`config.mk`:
```
export PLATFORM = sky130hd
export DESIGN_NAME = baccarat_deal_ctrl
export DESIGN_NICKNAME = d
export VERILOG_FILES = /design/src/rtl/baccarat_pkg.sv /design/src/rtl/baccarat_banker_rule.sv /design/src/rtl/baccarat_deal_ctrl.sv
export SDC_FILE = /design/constraint.sdc
export NUM_CORES = 1
export LEC_CHECK = 0
export ABC_AREA = 1
export BUFFER_PORTS_ARGS = -buffer_cell sky130_fd_sc_hd__buf_2
export CAP_MARGIN = 25
export CORE_MARGIN = 4
export CORE_UTILIZATION = 35
export CTS_BUF_LIST = sky130_fd_sc_hd__clkbuf_4 sky130_fd_sc_hd__clkbuf_8
export CTS_CLUSTER_DIAMETER = 40
export CTS_CLUSTER_SIZE = 25
export DETAILED_ROUTE_END_ITERATION = 8
export PLACE_DENSITY = 0.61
export SLEW_MARGIN = 0
export SYNTH_ARGS = -nofsm -noshare
export SYNTH_HDL_FRONTEND = slang
export SYNTH_SLANG_ARGS = --single-unit
```
`constraint.sdc`:
```
create_clock -name slow_clock -period 4.48 [get_ports slow_clock]
set_input_delay 1.344 -clock slow_clock [delete_from_list [all_inputs] [get_ports slow_clock]]
set_output_delay 1.344 -clock slow_clock [all_outputs]
set_load 0.01 [all_outputs]
```
`src/rtl/baccarat_pkg.sv`:
```
// Shared encodings for the baccarat deal controller: FSM states, card codes, score limits.
// Pure declarations; no logic, no latency.
package baccarat_pkg;

    typedef enum logic [2:0] {
        S_P1,
        S_D1,
        S_P2,
        S_D2,
        S_THIRD,
        S_BANKER,
        S_DONE
    } deal_state_t;

    localparam logic [3:0] CARD_BLANK  = 4'd0;
    localparam logic [3:0] CARD_ACE    = 4'd1;
    localparam logic [3:0] CARD_TEN    = 4'd10;
    localparam logic [3:0] CARD_KING   = 4'd13;

    localparam logic [3:0] NATURAL_MIN = 4'd8;
    localparam logic [3:0] SCORE_MAX   = 4'd9;
    localparam logic [3:0] DRAW_MAX    = 4'd5;

    // Tens and face cards count as zero; blank and out-of-range codes do too.
    function automatic logic [3:0] card_value(input logic [3:0] code);
        if (code >= CARD_ACE && code < CARD_TEN)
            return code;
        else
            return 4'd0;
    endfunction

    // Scores above 9 never come from the datapath; they are treated as non-natural.
    function automatic logic is_natural(input logic [3:0] score);
        return (score >= NATURAL_MIN) && (score <= SCORE_MAX);
    endfunction

endpackage

```
`src/rtl/baccarat_banker_rule.sv`:
```
// Banker third-card tableau: decides whether the dealer draws given its score and the player's third card.
// Purely combinational, zero latency; no flow control.
module baccarat_banker_rule
    import baccarat_pkg::*;
(
    input  logic [3:0] dscore,
    input  logic [3:0] pcard3,
    output logic       draw
);

    logic [3:0] v;

    always_comb begin
        v    = card_value(pcard3);
        draw = 1'b0;
        case (dscore)
            4'd0, 4'd1, 4'd2: draw = 1'b1;
            4'd3:             draw = (v != 4'd8);
            4'd4:             draw = (v >= 4'd2) && (v <= 4'd7);
            4'd5:             draw = (v >= 4'd4) && (v <= 4'd7);
            4'd6:             draw = (v >= 4'd6) && (v <= 4'd7);
            default:          draw = 1'b0;
        endcase
    end

endmodule

```
`src/rtl/baccarat_deal_ctrl.sv`:
```
// Baccarat deal sequencer: one card per advance strobe, Mealy load pulses, third-card rules, win lights.
// State moves only on advance; optional cards_dealt counter under DEAL_COUNT_EN.
module baccarat_deal_ctrl
    import baccarat_pkg::*;
(
    input  logic       slow_clock,
    input  logic       reset,
    input  logic       advance,
    input  logic [3:0] pscore,
    input  logic [3:0] dscore,
    input  logic [3:0] pcard3,
    output logic       load_pcard1,
    output logic       load_pcard2,
    output logic       load_pcard3,
    output logic       load_dcard1,
    output logic       load_dcard2,
    output logic       load_dcard3,
    output logic       player_win_light,
    output logic       dealer_win_light,
    output logic       hand_done
`ifdef DEAL_COUNT_EN
    ,
    output logic [2:0] cards_dealt
`endif
);

    deal_state_t state;
    deal_state_t nxt;
    logic        step;
    logic        banker_draw;

    // Reset wins over advance, so a colliding strobe issues no load.
    assign step = advance & ~reset;

    baccarat_banker_rule u_banker_rule (
        .dscore (dscore),
        .pcard3 (pcard3),
        .draw   (banker_draw)
    );

    always_comb begin
        load_pcard1 = 1'b0;
        load_pcard2 = 1'b0;
        load_pcard3 = 1'b0;
        load_dcard1 = 1'b0;
        load_dcard2 = 1'b0;
        load_dcard3 = 1'b0;
        nxt         = state;
        if (step) begin
            case (state)
                S_P1: begin
                    load_pcard1 = 1'b1;
                    nxt         = S_D1;
                end
                S_D1: begin
                    load_dcard1 = 1'b1;
                    nxt         = S_P2;
                end
                S_P2: begin
                    load_pcard2 = 1'b1;
                    nxt         = S_D2;
                end
                S_D2: begin
                    load_dcard2 = 1'b1;
                    nxt         = S_THIRD;
                end
                S_THIRD: begin
                    if (is_natural(pscore) || is_natural(dscore)) begin
                        nxt = S_DONE;
                    end else if (pscore <= DRAW_MAX) begin
                        load_pcard3 = 1'b1;
                        nxt         = S_BANKER;
                    end else if (dscore <= DRAW_MAX) begin
                        load_dcard3 = 1'b1;
                        nxt         = S_DONE;
                    end else begin
                        nxt = S_DONE;
                    end
                end
                S_BANKER: begin
                    load_dcard3 = banker_draw;
                    nxt         = S_DONE;
                end
                S_DONE:  nxt = S_DONE;
                default: nxt = S_P1;
            endcase
        end
    end

    always_ff @(posedge slow_clock) begin
        if (reset) begin
            state     <= S_P1;
            hand_done <= 1'b0;
        end else begin
            state     <= nxt;
            hand_done <= (nxt == S_DONE);
        end
    end

    // Lights follow the live scores once the hand is over; a tie lights both.
    assign player_win_light = hand_done && (pscore >= dscore);
    assign dealer_win_light = hand_done && (dscore >= pscore);

`ifdef DEAL_COUNT_EN
    logic any_load;

    assign any_load = load_pcard1 | load_pcard2 | load_pcard3 |
                      load_dcard1 | load_dcard2 | load_dcard3;

    always_ff @(posedge slow_clock) begin
        if (reset)
            cards_dealt <= 3'd0;
        else if (any_load && (cards_dealt != 3'd6))
            cards_dealt <= cards_dealt + 3'd1;
    end
`endif

endmodule

```
==> run metrics <==
status completed; 1st-iter DRT viols 5; CP max stage cell sky130_fd_sc_hd__ha_1; ordered cell list for the critical path buf_2 -> inv_1 -> ha_1 -> inv_1 -> nor2_1 -> o21ai_1 -> nand2_1 -> a21boi_1 -> buf_2; ratio of cells with drive above 1 in the final layout 0.3364; CP Data Required Time 3140 ps; non-filler cells in the finished layout 121; count of final hold-check violations 0; Ys Warns 0; Crit Reg-Reg Startpoint state[0]; Setup violations, final 0; Critical Path Sink Type primary output; combined area of the multi-input logic cells 310.3 µm²; Total Nets Final 128; XOR/XNOR Fraction of Synth Area 0; maximum level of the CTS H-tree 1; Clock Path Buffers 2; number of distinct library cell variants in the gate-level netlist after synthesis 18; global-route total usage across every layer 0.1128; number of sinks driven by the clock tree 4; diode insertion count for antenna repair 0; via count of the first global-routing pass 448; placeable core area 1171 µm²; syn nets 100; time the final worst path needs with I/O delays and setup 3693 ps; Gates resized, CTS repair 0; largest voltage drop on the vdd net 127.9 µV; CTS clock-pin slew for the worst setup and hold paths 30 ps; global-route wire length before repair 1669 µm; leakage 0.3802 nW; peak clock frequency supported by timing 270.8 MHz; Area growth syn-to-layout 33.33%; antenna-violating nets left 0; total detailed-routing wirelength 1070 µm; Die Outline Area 1977 µm²; max capacitance violation total 0; overflow left after global routing 0; global placement routability congestion 0.7659; floorplan row count 12; Post-Syn Area 465.4 µm²; end point of the critical path player_win_light; Worst slew margin 0.8428; Die X-Extent 44.47 µm; setup slack of the worst register-to-register path 3440 ps; crit path launch pscore[1]; number of buffer cells added on primary ports 23; register cell area after layout 80.08 µm²; share of cell area taken by muxes after synthesis 0; arrival time at the worst endpoint 2350 ps; vias per std cell 4.661; post-synthesis share of cell area spent on full adders, half adders and majority gates 0.1075; R2R cell count 5; largest family of logic cells by synthesized area simple AND/OR/NAND/NOR gates; area share of and/or/nand/nor cells after synthesis 0.4247; class of the tightest hold or removal check reg2reg; nature of the critical path startpoint primary input; Period Utilization, post-route 0.8243; CTS tree yes; clock latency on the worst-skew pair 230 ps; CP top delay family buffers and inverters; Power Dens Cells 184.1 nW/µm²; top fanout value on the critical path 2; critical path type in2out; mean post-synth cell area 5.746 µm²; number of instances in the placed design 118; Min Hold Slack 565.2 ps; unrepaired setup endpoints after global routing no; die boundary height 44.47 µm; DRC violations left 0; Root Buffer sky130_fd_sc_hd__clkbuf_4; number of antenna violations at the first check in global routing 0; capture point of the worst reg-to-reg path hand_done; critical path depth 9; clock buffers created by TritonCTS 3; Final Max Tran Viols 0; critical path's largest stage delay 300 ps; part of the Yosys area used for sequential elements 0.1720; Post-CTS Hold Buffers 0; setup repair bufs after CTS 0; vias post-DR 564; worst clock skew 1.080 ps; Total Neg Setup Slack 0 ps; total I/O pin count 24; post-layout total power 0.1143 mW; Initial DRT Pass Iterations 4; fraction of the mapped netlist area in compound gates 0.1344; Routed wire per std cell 8.843 µm; Worst Tran Pin Value 234.9 ps; Detailed Place HPWL 960.7 µm; number of instances in the synthesized netlist 81; Critical path buffers and inverters 4; starting density of the core 0.3974; fill count 121; pin count of the biggest net entering global routing 7; synthesis-stage register bit count 4
[metrics by stage]
| stage | area [µm²] | util | worst slack [ps] |
|---|---|---|---|
| 5_1_grt | 620.6 | 0.5299 | 698.9 |
| 3_3_place_gp | 598.1 | 0.5107 | 824.3 |
| 4_1_cts | 620.6 | 0.5299 | 780.5 |
| 2_1_floorplan | 465.4 | - | 988.0 |
| 3_5_place_dp | 598.1 | 0.5107 | 780.4 |
| 6_report | 620.6 | 0.5299 | 787.0 |
[synthesized netlist by cell type, drive strengths merged]
master | n | area [µm²]
or2 | 1 | 6.260
a21oi | 5 | 32.53
nor4 | 2 | 12.51
nand3 | 7 | 35.03
dfxtp | 4 | 80.08
nand4 | 1 | 6.260
nand2 | 18 | 67.56
a21boi | 1 | 7.510
inv | 20 | 75.07
nor2 | 10 | 50.05
ha | 4 | 50.05
nor3 | 4 | 20.02
o21ai | 3 | 15.01
o21a | 1 | 7.510
[layer usage]
| metal | GRT usage | wire length, µm | share of wire |
|---|---|---|---|
| met1 | 0.1432 | 491 | 0.46 |
| met2 | 0.1691 | 517 | 0.48 |
| met3 | 0.02439 | 61 | 0.057 |
| met4 | 0.07229 | 0 | 0 |
| met5 | 0 | 0 | 0 |
[worst min path at each step]
stage	slack, ps	start	end	depth (start not counted)
finish	570	state[2]	state[2]	2
global route	580	state[2]	state[2]	2
CTS	560	state[2]	state[2]	2
detailed placement	560	state[2]	state[2]	2
global placement	550	state[2]	state[2]	2
floorplan	510	state[2]	state[2]	2
[registers in the layout (all words and copies together), names as in the netlist]
signal	count
hand_done	1
state	3
[tightest hold or removal path, cell delays in order (launching register included)]
cell and delay [ps]:
sky130_fd_sc_hd__dfxtp_1 350, sky130_fd_sc_hd__nand2_1 100, sky130_fd_sc_hd__a21oi_2 60
[logic make-up (layout without fill, tap and decap cells)]
family / after synthesis / count (layout)
compound gates: 10 / 10
fa+ha+maj: 4 / 4
buf+inv: 20 / 46
flops: 4 / 4
simple gates: 43 / 43
[area by class of cell]
class	instances	share of cell area
multi-input combinational	57	0.5000
timing repair buffer	23	0.1855
sequential	4	0.1290
inverter	20	0.1210
clock buffer	3	0.03629
tap	14	0.02823
[power breakdown]
| group | total, mW | internal (mW) | leakage (nW) | switching (mW) |
|---|---|---|---|---|
| registers | 0.0381 | 0.0368 | 0.0325 | 0.00130 |
| logic | 0.0338 | 0.0141 | 0.334 | 0.0197 |
| clock network | 0.0424 | 0.0298 | 0.0138 | 0.0125 |
| total | 0.114 | 0.0807 | 0.380 | 0.0335 |
[placed cells by master (no fill, tap or decap), types with 2 or more instances in the layout]
cell,n
sky130_fd_sc_hd__ha_1,4
sky130_fd_sc_hd__o21ai_1,3
sky130_fd_sc_hd__nor2_1,7
sky130_fd_sc_hd__nor3_1,4
sky130_fd_sc_hd__nand3_1,7
sky130_fd_sc_hd__inv_1,15
sky130_fd_sc_hd__dfxtp_1,4
sky130_fd_sc_hd__nand2_1,18
sky130_fd_sc_hd__a21oi_1,3
sky130_fd_sc_hd__nor2_2,2
sky130_fd_sc_hd__clkbuf_4,3
sky130_fd_sc_hd__inv_2,5
sky130_fd_sc_hd__a21oi_2,2
sky130_fd_sc_hd__buf_2,23
sky130_fd_sc_hd__nor4_1,2
No activity file was read; power rests on OpenSTA's default activity.
